File: src/rtl/acc_store_unit.sv
// rtl/acc_store_unit.sv - stores the accumulator to data memory over a wr/ack handshake with timeout
// Optional one-entry pending store slot: define ACC_STORE_PENDING_EN.
module acc_store_unit #(
  parameter int DATA_W   = 8,
  parameter int ADDR_W   = 5,
  parameter int MAX_WAIT = 15
) (
  input  logic              clk,
  input  logic              rst,
  input  logic              st_req,
  input  logic [ADDR_W-1:0] st_addr,
  input  logic [DATA_W-1:0] acc_in,
  output logic              busy,
  output logic              done,
  output logic              err,
  output logic [ADDR_W-1:0] mem_addr,
  output logic [DATA_W-1:0] mem_wdata,
  output logic              mem_wr,
  input  logic              mem_ack
);

  localparam logic [1:0] ST_IDLE  = 2'd0;
  localparam logic [1:0] ST_WRITE = 2'd1;
`ifdef ACC_STORE_PENDING_EN
  localparam logic [1:0] ST_GAP   = 2'd2;
`endif

  localparam int                CNT_W     = 8;
  localparam logic [CNT_W-1:0]  CNT_SAT   = '1;
  // Count of no-ack edges at which the next no-ack edge aborts the write.
  localparam logic [CNT_W-1:0]  WAIT_LAST = CNT_W'(MAX_WAIT - 1);

  logic [1:0]        state_q, state_d;
  logic [CNT_W-1:0]  cnt_q, cnt_d;
  logic [ADDR_W-1:0] addr_q, addr_d;
  logic [DATA_W-1:0] wdata_q, wdata_d;
  logic              wr_q, wr_d;
  logic              busy_q, busy_d;
  logic              done_q, done_d;
  logic              err_q, err_d;
  logic              finish;

`ifdef ACC_STORE_PENDING_EN
  logic              slot_vld_q, slot_vld_d;
  logic [ADDR_W-1:0] slot_addr_q, slot_addr_d;
  logic [DATA_W-1:0] slot_data_q, slot_data_d;
`endif

  always_comb begin
    state_d = state_q;
    cnt_d   = cnt_q;
    addr_d  = addr_q;
    wdata_d = wdata_q;
    wr_d    = wr_q;
    busy_d  = busy_q;
    done_d  = 1'b0;
    err_d   = 1'b0;
    finish  = 1'b0;
`ifdef ACC_STORE_PENDING_EN
    slot_vld_d  = slot_vld_q;
    slot_addr_d = slot_addr_q;
    slot_data_d = slot_data_q;
`endif

    case (state_q)
      ST_IDLE: begin
        if (st_req) begin
          addr_d  = st_addr;
          wdata_d = acc_in;
          wr_d    = 1'b1;
          busy_d  = 1'b1;
          cnt_d   = '0;
          state_d = ST_WRITE;
        end
      end

      ST_WRITE: begin
        // Ack takes priority over a timeout landing on the same edge.
        if (mem_ack) begin
          done_d = 1'b1;
          finish = 1'b1;
        end else if (cnt_q == WAIT_LAST) begin
          err_d  = 1'b1;
          finish = 1'b1;
        end else if (cnt_q != CNT_SAT) begin
          cnt_d = cnt_q + 1'b1;
        end

`ifdef ACC_STORE_PENDING_EN
        if (st_req && !slot_vld_q) begin
          slot_vld_d  = 1'b1;
          slot_addr_d = st_addr;
          slot_data_d = acc_in;
        end
`endif

        if (finish) begin
          wr_d  = 1'b0;
          cnt_d = '0;
`ifdef ACC_STORE_PENDING_EN
          busy_d  = slot_vld_d;
          state_d = slot_vld_d ? ST_GAP : ST_IDLE;
`else
          busy_d  = 1'b0;
          state_d = ST_IDLE;
`endif
        end
      end

`ifdef ACC_STORE_PENDING_EN
      // One cycle with mem_wr low between back-to-back stores, then issue the slot.
      ST_GAP: begin
        addr_d      = slot_addr_q;
        wdata_d     = slot_data_q;
        wr_d        = 1'b1;
        busy_d      = 1'b1;
        cnt_d       = '0;
        slot_vld_d  = 1'b0;
        state_d     = ST_WRITE;
      end
`endif

      default: begin
        state_d = ST_IDLE;
        wr_d    = 1'b0;
        busy_d  = 1'b0;
      end
    endcase
  end

  always_ff @(posedge clk or negedge rst) begin
    if (!rst) begin
      state_q <= ST_IDLE;
      cnt_q   <= '0;
      addr_q  <= '0;
      wdata_q <= '0;
      wr_q    <= 1'b0;
      busy_q  <= 1'b0;
      done_q  <= 1'b0;
      err_q   <= 1'b0;
    end else begin
      state_q <= state_d;
      cnt_q   <= cnt_d;
      addr_q  <= addr_d;
      wdata_q <= wdata_d;
      wr_q    <= wr_d;
      busy_q  <= busy_d;
      done_q  <= done_d;
      err_q   <= err_d;
    end
  end

`ifdef ACC_STORE_PENDING_EN
  always_ff @(posedge clk or negedge rst) begin
    if (!rst) begin
      slot_vld_q  <= 1'b0;
      slot_addr_q <= '0;
      slot_data_q <= '0;
    end else begin
      slot_vld_q  <= slot_vld_d;
      slot_addr_q <= slot_addr_d;
      slot_data_q <= slot_data_d;
    end
  end
`endif

  assign busy      = busy_q;
  assign done      = done_q;
  assign err       = err_q;
  assign mem_addr  = addr_q;
  assign mem_wdata = wdata_q;
  assign mem_wr    = wr_q;

endmodule

File: config.mk
export PLATFORM = sky130hd
export DESIGN_NAME = acc_store_unit
export DESIGN_NICKNAME = d
export VERILOG_FILES = /design/src/rtl/acc_store_unit.sv
export SDC_FILE = /design/constraint.sdc
export NUM_CORES = 1
export LEC_CHECK = 0
export BUFFER_PORTS_ARGS = -buffer_cell sky130_fd_sc_hd__buf_2
export CORE_MARGIN = 8
export CORE_UTILIZATION = 56
export CTS_BUF_LIST = sky130_fd_sc_hd__clkbuf_4
export DETAILED_ROUTE_END_ITERATION = 10
export GPL_ROUTABILITY_DRIVEN = 0
export GPL_TIMING_DRIVEN = 0
export HOLD_SLACK_MARGIN = 0.02
export PLACE_DENSITY = 0.86
export REMOVE_ABC_BUFFERS = 1
export SLEW_MARGIN = 20
export SYNTH_ARGS = -nofsm -noshare
export SYNTH_HDL_FRONTEND = slang
export SYNTH_SLANG_ARGS = --single-unit
File: constraint.sdc
create_clock -name clk -period 3.4 [get_ports clk]
set_clock_uncertainty 0.05 [all_clocks]
set_input_delay 0.68 -clock clk [delete_from_list [all_inputs] [get_ports clk]]
set_output_delay 0.68 -clock clk [all_outputs]
set_load 0.01 [all_outputs]
==> PnR_summary.wiki, run 1 <==
{| class="wikitable"
! Metric !! Value
|-
| Number of antenna violations at the first check in global routing || 0
|-
| Vias per cell || roughly 5.6
|-
| Netlist area before placement || 1090 µm²
|-
| Maximum ir drop on the vdd rail || 418 µV
|-
| Area of the core || 1900 µm²
|-
| Synth Area in Adders || 0.0229
|-
| Routed length per instance || 15.2 µm
|-
| Total number of H-tree levels || 1
|-
| Number of enable-type register cells in the synthesized netlist || 0
|-
| Worst-path clk slew || around 0.13 ns
|-
| Proportion of synthesized chip area in sequential cells || 0.549
|-
| Setup TNS || 0 ns
|-
| Worst skew pair latency || roughly 0.32 ns
|-
| Maximum buffer depth of the clock tree || 2
|-
| Launch instance of the worst register-to-register path || cnt_q[0]$_DFFE_PN0P_
|-
| Class of the most critical hold timing path || in -> async
|-
| Post-cts resize count || 0
|-
| Max_slew headroom || 0.552
|-
| Portion of total power attributed to the clock network || 0.289
|-
| Net Switching || 0.188 mW
|-
| Leakage || 0.651 nW
|-
| Critical path class || reg -> reg
|-
| CTS tree || yes
|-
| Dominant register cell in the synthesized netlist || sky130_fd_sc_hd__dfrtp_1
|-
| Worst slew pin tran || 0.669 ns
|-
| Type of origin of the critical path || register
|-
| Detailed-router iteration count before antenna repair || 4
|-
| Maximum fanout along the worst path || 7
|-
| Number of violations of the max-capacitance limit || 0
|-
| FF+latch count, synth || 24
|-
| Cell-internal power || 0.521 mW
|-
| Post-layout min period || 1.75 ns
|-
| Post-CTS setup buffers || 0
|-
| First-pass GRT wire length || roughly 3.6 mm
|-
| Highest-count cells in the layout ignoring fill and taps || 33 x sky130_fd_sc_hd__buf_2, 24 x sky130_fd_sc_hd__dfrtp_1, 13 x sky130_fd_sc_hd__mux2_2, 6 x sky130_fd_sc_hd__nand2_1, 5 x sky130_fd_sc_hd__o21ai_0
|-
| # port buffers || 33
|-
| Detailed placement HPWL || 1.68 mm
|-
| Switching share of total power || 0.265
|-
| Leftover overflow at the end of global routing || 0
|-
| Antenna-violating nets left || 0
|-
| Clk root buf || sky130_fd_sc_hd__clkbuf_4
|-
| Quantity of hold-fixing buffers added after cts || 0
|-
| Proportion of layout cells with a drive suffix above 1 || 0.452
|-
| Synth async-reset ratio || 1.00
|-
| Count of routing violations after the opening detailed-route iteration || 22
|-
| Post-synthesis mux area share || 0.143
|-
| Synthesized-area fraction occupied by and/or/nand/nor cells || 0.151
|-
| Top-level I/O count || 34
|-
| Final critical-path share of the clock period || 0.516
|-
| Die area || 3630 µm²
|-
| Final hold violations || 0
|-
| Cell count after synthesis || 92
|-
| Total routing resource utilization after global routing || 0.132
|-
| RSZ-0062 raised after global routing || false
|-
| NumNets Final || 146
|-
| Diode insertion count for antenna repair || 0
|-
| Peak clock frequency supported by timing || between 500 and 600 MHz
|-
| Number of unique standard cell types used by synthesis || 32
|-
| Power per cell area || 532 nW/µm²
|-
| Row Count || 16
|-
| Via count of the first global-routing pass || 865
|-
| Share of power burned in registers || 0.498
|-
| Worst EP required || 3.60 ns
|-
| Final slew viol count || 0
|-
| Main combinational cell family by area after synthesis || simple AND/OR/NAND/NOR gates
|-
| Result of the run || finished clean
|-
| Via count || 855
|-
| Area fraction in compound gates after synthesis || 0.106
|-
| Yosys warning total || 0
|-
| Sinks on Clock Net || 24
|-
| Final-layout worst hold slack || between 0.2 and 0.3 ns
|-
| Die extent in x || 60.2 µm
|-
| Share of power burned in combinational logic || 0.212
|-
| Kind of end point of the critical path || register
|-
| Pin count of the biggest net entering global routing || 25
|-
| Height of the die || 60.2 µm
|-
| Drc violations || 0
|-
| Critical path data arrival time || slightly below 2 ns
|-
| Aggregate routed wire length || around 2.3 mm
|-
| Commonest non-fill, non-tap cell in the layout || sky130_fd_sc_hd__buf_2
|-
| Syn_area_per_cell || 11.9 µm²
|-
| Setup violators final || 0
|-
| Worst setup path startpoint || cnt_q[0]$_DFFE_PN0P_
|-
| Xor/xnor share of the synthesized area || 0
|-
| Growth of design area from synthesis to finish || 21.7%
|-
| Effective utilization at floorplan || 0.576
|-
| Total CTS buffers || 3
|}
==> path summary, 6_finish.rpt <==
kind / endpoint / slack (ns) / cells past startpoint
setup / recovery: cnt_q[3]$_DFFE_PN0P_ / 1.65 / 5
hold / removal: mem_wdata[1]$_DFFE_PN0P_ / 0.25 / 1
min in group clk: mem_addr[1]$_DFFE_PN0P_ / 0.47 / 1
max in group asynchronous: cnt_q[6]$_DFFE_PN0P_ / 2.70 / 1
setup reg to reg: cnt_q[3]$_DFFE_PN0P_ / 1.65 / 5
hold reg to reg: mem_addr[1]$_DFFE_PN0P_ / 0.47 / 1
==> Yosys cell counts, types with 2 or more instances <==
cell type / count / share of area
sky130_fd_sc_hd__dfrtp_1: 24 / 0.55
sky130_fd_sc_hd__a31oi_1: 3 / 0.017
sky130_fd_sc_hd__nor2_1: 3 / 0.010
sky130_fd_sc_hd__ha_1: 2 / 0.023
sky130_fd_sc_hd__mux2_2: 13 / 0.13
sky130_fd_sc_hd__o22a_1: 2 / 0.016
sky130_fd_sc_hd__a21oi_1: 4 / 0.018
sky130_fd_sc_hd__nand2_1: 6 / 0.021
sky130_fd_sc_hd__nor2b_1: 2 / 0.011
sky130_fd_sc_hd__nand3_1: 3 / 0.014
sky130_fd_sc_hd__nand4_1: 2 / 0.011
sky130_fd_sc_hd__o21ai_0: 5 / 0.023
sky130_fd_sc_hd__inv_1: 4 / 0.014
==> routing by layer <==
layer,vias to the layer above,routed length (µm),track usage
li1,401,-,-
met4,0,36,0.0646
met2,20,1240,0.233
met3,5,102,0.0215
met1,429,948,0.147
met5,-,0,0
==> cell families (layout without fill, tap and decap cells) <==
logic type      Yosys count  after routing
compound gates           17             17
fa+ha+maj                 2              2
buf+inv                   7             41
flops                    24             24
mux                      14             14
simple gates             28             28
==> worst max-delay path, cell delays in order (launching register included) <==
cell and delay [ns]:
sky130_fd_sc_hd__dfrtp_1 0.49, sky130_fd_sc_hd__inv_1 0.08, sky130_fd_sc_hd__ha_1 0.24, sky130_fd_sc_hd__a31o_4 0.25
sky130_fd_sc_hd__or4_1 0.50, sky130_fd_sc_hd__o21ai_0 0.09
==> cell type report <==
class,count,area [µm²]
multi-input cells,61,465
repair buffers,33,165
clock buffers,3,22.5
inverters,4,15.0
clock inverters,1,30.0
flip-flops and latches,24,601
well taps,27,33.8
fillers,143,569
==> flip-flops by register name, indices dropped and copies added, names as in the netlist <==
name,cells
busy,1
err,1
mem_addr,5
cnt_q,8
mem_wdata,8
done,1
==> power by group through the flow <==
stage	registers [mW]	clock network, mW	logic [mW]
2_1_floorplan	0.376	0	0.0628
3_3_place_gp	0.354	0	0.148
3_5_place_dp	0.358	0	0.154
4_1_cts	0.353	0.208	0.153
5_1_grt	0.359	0.222	0.164
6_report	0.353	0.205	0.151
==> per-stage QoR <==
| step | total power [mW] | std cells | utilization | setup WS (ns) | instance area, µm² |
|---|---|---|---|---|---|
| global placement | 0.502 | 149 | 0.672 | 1.21 | 1280 |
| floorplan | 0.438 | 89 | - | 1.49 | 1080 |
| global route | 0.745 | 153 | 0.701 | 1.57 | 1330 |
| CTS | 0.714 | 153 | 0.699 | 1.48 | 1330 |
| finish | 0.709 | 153 | 0.701 | 1.65 | 1330 |
| detailed placement | 0.511 | 149 | 0.672 | 1.13 | 1280 |
Power figures use the tool's default switching activity.
==> run 2: changes to the inputs <==
--- a/config.mk
+++ b/config.mk
@@ -7,13 +7,13 @@
 export LEC_CHECK = 0
 export BUFFER_PORTS_ARGS = -buffer_cell sky130_fd_sc_hd__buf_2
 export CORE_MARGIN = 8
-export CORE_UTILIZATION = 56
+export CORE_UTILIZATION = 47
 export CTS_BUF_LIST = sky130_fd_sc_hd__clkbuf_4
 export DETAILED_ROUTE_END_ITERATION = 10
 export GPL_ROUTABILITY_DRIVEN = 0
 export GPL_TIMING_DRIVEN = 0
 export HOLD_SLACK_MARGIN = 0.02
-export PLACE_DENSITY = 0.86
+export PLACE_DENSITY = 0.77
 export REMOVE_ABC_BUFFERS = 1
 export SLEW_MARGIN = 20
 export SYNTH_ARGS = -nofsm -noshare
==> constraint.sdc (replaced) <==
create_clock -name clk -period 1.5 [get_ports clk]
set_clock_uncertainty 0.05 [all_clocks]
set_input_delay 0.3 -clock clk [delete_from_list [all_inputs] [get_ports clk]]
set_output_delay 0.3 -clock clk [all_outputs]
set_load 0.01 [all_outputs]
==> run 2 against run 1 <==
The flow now finishes with violations (negative setup slack); core utilization decreased by 4.5 points; sequential share of layout area fell by 3.2 points; clock-buffer cell count did not move; register-to-register slack got worse by 1.7 ns; largest cell class unchanged; fmax increased by 16%; total power is 110% higher; non-clock buffer count is 6 higher.
==> PnR_summary.wiki, run 2 (synthesized netlist as in run 1, its figures left out) <==
{| class="wikitable"
! Metric !! Value
|-
| Drc violations || 0
|-
| Setup violators final || 1
|-
| Total number of H-tree levels || 1
|-
| Power per cell area || 1020 nW/µm²
|-
| Peak clock frequency supported by timing || 660 MHz
|-
| Depth of the worst hold-timing path || 2
|-
| Growth of design area from synthesis to finish || 32.5%
|-
| Post-layout min period || ~1.5 ns
|-
| Hold path endpoint || mem_wdata[6]$_DFFE_PN0P_
|-
| Critical Path, Cell by Cell || ha_4 -> a31o_4 -> or4_1 -> o21ai_1
|-
| Via count of the first global-routing pass || 832
|-
| Height of the die || 64.3 µm
|-
| Detailed-router iteration count before antenna repair || 4
|-
| Violations in the final reports || negative setup slack
|-
| Worst slew pin tran || 0.515 ns
|-
| Result of the run || finished, violations left
|-
| Post-layout utilization of the core || 0.656
|-
| Maximum fanout along the worst path || 6
|-
| Reg-to-reg slack, setup || -0.02 ns
|-
| Proportion of layout cells with a drive suffix above 1 || 0.565
|-
| RSZ-0062 raised after global routing || true
|-
| Number of violations of the max-capacitance limit || 0
|-
| Diode insertion count for antenna repair || 0
|-
| Worst setup slack after placement || -0.453 ns
|-
| Highest-count cells in the layout ignoring fill and taps || 33 x sky130_fd_sc_hd__buf_2, 19 x sky130_fd_sc_hd__dfrtp_1, 13 x sky130_fd_sc_hd__mux2_2, 6 x sky130_fd_sc_hd__nand2_1
|-
| Clk root buf || sky130_fd_sc_hd__clkbuf_4
|-
| Total CTS buffers || 3
|-
| Area of the core || 2210 µm²
|-
| Maximum ir drop on the vdd rail || 583 µV
|-
| Critical path class || reg -> reg
|-
| Type of origin of the critical path || register
|-
| Count of routing violations after the opening detailed-route iteration || 43
|-
| Vias per cell || 5.38
|-
| Final hold violations || 0
|-
| Row Count || 17
|-
| Worst EP required || 1.69 ns
|-
| Via count || 856
|-
| Maximum buffer depth of the clock tree || 2
|-
| Sinks on Clock Net || 24
|-
| Final slew viol count || 0
|-
| Launch instance of the worst register-to-register path || cnt_q[1]$_DFFE_PN0P_
|-
| Slowest cell on the critical path || sky130_fd_sc_hd__dfrtp_2
|-
| Count of filler cells inserted in the layout || 167
|-
| Kind of end point of the critical path || register
|-
| Highest cell delay on the worst timing path || between 0.4 and 0.5 ns
|-
| Critical path data arrival time || roughly 1.7 ns
|-
| Final-layout worst hold slack || 0.161 ns
|-
| Capture point of the worst reg-to-reg path || cnt_q[3]$_DFFE_PN0P_
|-
| CP bufs+invs || 0
|-
| Effective utilization at floorplan || 0.495
|-
| Die area || 4130 µm²
|-
| Commonest non-fill, non-tap cell in the layout || sky130_fd_sc_hd__buf_2
|-
| Leftover overflow at the end of global routing || 0
|-
| Antenna-violating nets left || 0
|-
| Overall power consumption || roughly 1.5 mW
|-
| R2R depth || 4
|-
| Final critical-path share of the clock period || 1.01
|-
| Class of the most critical hold timing path || in -> reg
|-
| Number of antenna violations at the first check in global routing || 0
|-
| Max_slew headroom || 0.657
|-
| Total routing resource utilization after global routing || 0.115
|-
| Worst-path clk slew || 0.12 ns
|-
| Aggregate routed wire length || 2.52 mm
|-
| CTS tree || yes
|-
| NumNets Final || 152
|-
| Hold path startpoint || acc_in[6]
|-
| # port buffers || 33
|-
| Die extent in x || between 60 and 70 µm
|-
| First-pass GRT wire length || 3.80 mm
|-
| Setup ws final || -0.0158 ns
|-
| Top-level I/O count || 34
|-
| Detailed placement HPWL || 1.71 mm
|-
| Pin count of the biggest net entering global routing || 25
|-
| Critical path's top delay family || flip-flops
|-
| Worst skew pair latency || 0.31 ns
|-
| Leakage || 0.671 nW
|-
| Routed length per instance || between 15 and 20 µm
|}
==> run 2: changes by cell type in the layout (fill, tap and decap cells not counted), moves of 2 or more <==
cell | before | now
sky130_fd_sc_hd__dfrtp_2 | 0 | 5
sky130_fd_sc_hd__dfrtp_1 | 24 | 19
sky130_fd_sc_hd__buf_4 | 0 | 5
sky130_fd_sc_hd__a31oi_4 | 0 | 2
sky130_fd_sc_hd__ha_1 | 2 | 0
sky130_fd_sc_hd__ha_4 | 0 | 2
sky130_fd_sc_hd__a31oi_1 | 3 | 1
sky130_fd_sc_hd__o21ai_0 | 5 | 3
==> run 2: cell type report <==
class / count / area, µm² / share of cell area
sequential: 24 / 607 / 0.418
multi-input combinational: 61 / 558 / 0.385
timing repair buffer: 39 / 213 / 0.147
tap: 28 / 35.0 / 0.0242
clock buffer: 3 / 22.5 / 0.0155
inverter: 4 / 15.0 / 0.0104
==> run 2: worst max-delay path by stage <==
stage,start,to,cells past startpoint
after CTS,cnt_q[1]$_DFFE_PN0P_,cnt_q[3]$_DFFE_PN0P_,4
after global routing,cnt_q[1]$_DFFE_PN0P_,cnt_q[3]$_DFFE_PN0P_,4
final,cnt_q[1]$_DFFE_PN0P_,cnt_q[3]$_DFFE_PN0P_,4
after global placement,busy$_DFFE_PN0P_,mem_wdata[4]$_DFFE_PN0P_,2
after floorplan,busy$_DFFE_PN0P_,mem_addr[0]$_DFFE_PN0P_,2
after detailed placement,busy$_DFFE_PN0P_,mem_wdata[3]$_DFFE_PN0P_,2
==> run 2: through the flow <==
step | TNS, ns | cells | area [µm²]
floorplan | -2.99 | 89 | 1080
global placement | -5.61 | 150 | 1280
detailed placement | -6.91 | 150 | 1280
CTS | -0.0195 | 157 | 1380
global route | -0.255 | 159 | 1450
finish | -0.0158 | 159 | 1450
==> run 2: worst reg2reg max path, cell delays in order (launching register included) <==
cell,delay [ns]
sky130_fd_sc_hd__dfrtp_2,0.48
sky130_fd_sc_hd__ha_4,0.19
sky130_fd_sc_hd__a31o_4,0.25
sky130_fd_sc_hd__or4_1,0.39
sky130_fd_sc_hd__o21ai_1,0.09
==> run 2: what timing repair did <==
action / 4_1_cts / 5_1_grt
hold endpoints to repair: 24 / 0
hold buffers: 1 / 0
setup buffers: 3 / 2
gates resized for setup: 13 / 12
pin swaps: 4 / 3
setup endpoints to repair: 22 / 9
==> run 2: power by group <==
| group | internal, mW | switching (mW) |
|---|---|---|
| clock network | 0.0941 | 0.178 |
| logic | 0.204 | 0.195 |
| registers | 0.742 | 0.0599 |
==> run 2: per-layer routing <==
metal / track usage / part of all wire
met1: 0.129 / 0.42
met2: 0.174 / 0.46
met3: 0.0575 / 0.11
met4: 0.0627 / 0.011
met5: 0 / 0
==> run 3: changes to the inputs <==
--- a/config.mk
+++ b/config.mk
@@ -13,7 +13,7 @@
 export GPL_ROUTABILITY_DRIVEN = 0
 export GPL_TIMING_DRIVEN = 0
 export HOLD_SLACK_MARGIN = 0.02
-export PLACE_DENSITY = 0.77
+export PLACE_DENSITY = 0.79
 export REMOVE_ABC_BUFFERS = 1
 export SLEW_MARGIN = 20
 export SYNTH_ARGS = -nofsm -noshare
==> run 3 against run 2 <==
The run still ends with negative setup slack left; total power rose by 0.21%; die area unchanged; via count rose by 6.1%; largest cell class unchanged; critical path depth up 1; worst hold slack better by 0.0022 ns; sequential share of layout area is 0.25 points higher; core utilization fell by 0.40 points; design area down 0.60%; clock-buffer cell count stayed put.
==> PnR_summary.wiki, run 3 (synthesized netlist as in run 1, its figures left out) <==
{| class="wikitable"
! Metric !! Value
|-
| Total routing resource utilization after global routing || 0.113
|-
| Final slew viol count || 0
|-
| Proportion of layout cells with a drive suffix above 1 || 0.576
|-
| Overall power consumption || 1.48 mW
|-
| Max_slew headroom || 0.656
|-
| Height of the die || between 60 and 70 µm
|-
| Via count || 908
|-
| Worst setup slack after placement || -0.450 ns
|-
| First-pass GRT wire length || 3.84 mm
|-
| Kind of end point of the critical path || register
|-
| Setup violators final || 2
|-
| Diode insertion count for antenna repair || 0
|-
| Die extent in x || 64.3 µm
|-
| Result of the run || finished, violations left
|-
| Final hold violations || 0
|-
| Area occupied by multi-input gates || between 500 and 600 µm²
|-
| Row Count || 17
|-
| Routed length per instance || 16.3 µm
|-
| Sinks on Clock Net || 24
|-
| Net Switching || around 0.43 mW
|-
| Final critical-path share of the clock period || 1.05
|-
| Placed Cells incl. Taps || 150
|-
| Highest-count cells in the layout ignoring fill and taps || 33 x sky130_fd_sc_hd__buf_2, 19 x sky130_fd_sc_hd__dfrtp_1, 13 x sky130_fd_sc_hd__mux2_2, 6 x sky130_fd_sc_hd__nand2_1, 6 x sky130_fd_sc_hd__buf_4
|-
| Maximum ir drop on the vdd rail || 546 µV
|-
| Effective utilization at floorplan || 0.495
|-
| Area of all placed cells without fillers || 1440 µm²
|-
| Class of the most critical hold timing path || in -> reg
|-
| Top-level I/O count || 34
|-
| Share of power burned in registers || 0.541
|-
| Leftover overflow at the end of global routing || 0
|-
| Final-layout worst hold slack || 0.163 ns
|-
| Antenna-violating nets left || 0
|-
| Post-layout min period || ~1.6 ns
|-
| Post-Layout Cell Count || 160
|-
| Growth of design area from synthesis to finish || 31.7%
|-
| Violations in the final reports || negative setup slack
|-
| Switching share of total power || 0.293
|-
| Aggregate routed wire length || 2.61 mm
|-
| Total number of H-tree levels || 1
|-
| CTS tree || yes
|-
| Type of origin of the critical path || register
|-
| Clk root buf || sky130_fd_sc_hd__clkbuf_4
|-
| Share of power burned in combinational logic || 0.275
|-
| Flip-flop and latch area || 607 µm²
|-
| Power per cell area || 1020 nW/µm²
|-
| Leakage || 0.675 nW
|-
| Critical path data arrival time || ~1.7 ns
|-
| Commonest non-fill, non-tap cell in the layout || sky130_fd_sc_hd__buf_2
|-
| Area of the core || 2210 µm²
|-
| Count of filler cells inserted in the layout || 161
|-
| NumNets Final || 153
|-
| Detailed placement HPWL || 1.72 mm
|-
| Pin count of the biggest net entering global routing || 25
|-
| # port buffers || 33
|-
| Portion of total power attributed to the clock network || 0.183
|-
| Number of antenna violations at the first check in global routing || 0
|-
| Maximum buffer depth of the clock tree || 2
|-
| Die area || 4130 µm²
|-
| Setup ws final || -0.0717 ns
|-
| Instance area after placement || 1280 µm²
|-
| Cell-internal power || 1.04 mW
|-
| Maximum fanout along the worst path || 7
|-
| RSZ-0062 raised after global routing || true
|-
| Worst skew pair latency || 0.31 ns
|-
| Peak clock frequency supported by timing || 636 MHz
|-
| Detailed-router iteration count before antenna repair || 4
|-
| Worst-path clk slew || 0.12 ns
|-
| Worst EP required || 1.65 ns
|-
| Via count of the first global-routing pass || about 800
|-
| Vias per cell || 5.68
|-
| Drc violations || 0
|-
| Number of violations of the max-capacitance limit || 0
|-
| Worst slew pin tran || 0.517 ns
|-
| Critical path class || reg -> reg
|-
| Count of routing violations after the opening detailed-route iteration || 38
|-
| Total CTS buffers || 3
|}
run 3: cell types whose count changed in the layout (fill, tap and decap cells not counted):
cell and delta:
sky130_fd_sc_hd__a31oi_4 -2, sky130_fd_sc_hd__buf_4 +1, sky130_fd_sc_hd__or4_1 -1, sky130_fd_sc_hd__a21oi_1 -1
sky130_fd_sc_hd__or4_4 +1, sky130_fd_sc_hd__a21oi_2 +1, sky130_fd_sc_hd__a31oi_1 +1, sky130_fd_sc_hd__a31oi_2 +1
run 3: critical path, stage by stage, from the launching register on:
cell	delay [ns]
sky130_fd_sc_hd__dfrtp_2	0.47
sky130_fd_sc_hd__ha_4	0.18
sky130_fd_sc_hd__and3_4	0.16
sky130_fd_sc_hd__a41o_4	0.29
sky130_fd_sc_hd__a31oi_1	0.22
sky130_fd_sc_hd__o21ai_1	0.08
run 3: power by group through the flow:
stage / clock network [mW] / registers, mW / logic, mW
after global placement: 0 / 0.801 / 0.337
final: 0.271 / 0.799 / 0.406
after global routing: 0.313 / 0.809 / 0.440
after CTS: 0.271 / 0.797 / 0.394
after detailed placement: 0 / 0.809 / 0.349
after floorplan: 0 / 0.851 / 0.142
run 3: final timing paths:
check                           slack, ns                       end  cells after the start                     start
worst max-delay path                -0.07      cnt_q[5]$_DFFE_PN0P_                      5      cnt_q[1]$_DFFE_PN0P_
worst min-delay path                 0.16   mem_addr[1]$_DFFE_PN0P_                      2                st_addr[1]
worst max register to register      -0.07      cnt_q[5]$_DFFE_PN0P_                      5      cnt_q[1]$_DFFE_PN0P_
worst min register to register       0.47  mem_wdata[6]$_DFFE_PN0P_                      1  mem_wdata[6]$_DFFE_PN0P_
max in group asynchronous            0.60      cnt_q[5]$_DFFE_PN0P_                      2                       rst
min in group asynchronous            0.43  mem_wdata[7]$_DFFE_PN0P_                      2                       rst
run 3: what timing repair did:
action	CTS	global route
endpoints found under the hold margin	24	0
gates resized for setup	15	8
gates cloned	0	0
setup buffers	4	2
pin swaps	5	7
endpoints found under the setup margin	22	9
hold buffers	1	0
run 3: area by class of cell:
cell class,count,area share
Clock buffer,3,0.0156
Inverter,4,0.0104
Multi-Input combinational cell,61,0.376
Sequential cell,24,0.421
Tap cell,28,0.0243
Timing Repair Buffer,40,0.153
run 3: layer usage:
| metal | up-vias | share of wire | global-route usage |
|---|---|---|---|
| li1 | 410 | - | - |
| met3 | 11 | 0.10 | 0.0418 |
| met2 | 58 | 0.48 | 0.199 |
| met5 | - | 0 | 0 |
| met1 | 429 | 0.38 | 0.123 |
| met4 | 0 | 0.034 | 0.0354 |
run 3: stage by stage:
stage / utilization / TNS, ns
after global routing: 0.652 / -0.233
after CTS: 0.635 / 0
after detailed placement: 0.578 / -6.72
after global placement: 0.578 / -5.22
after floorplan: - / -2.99
final: 0.652 / -0.0773
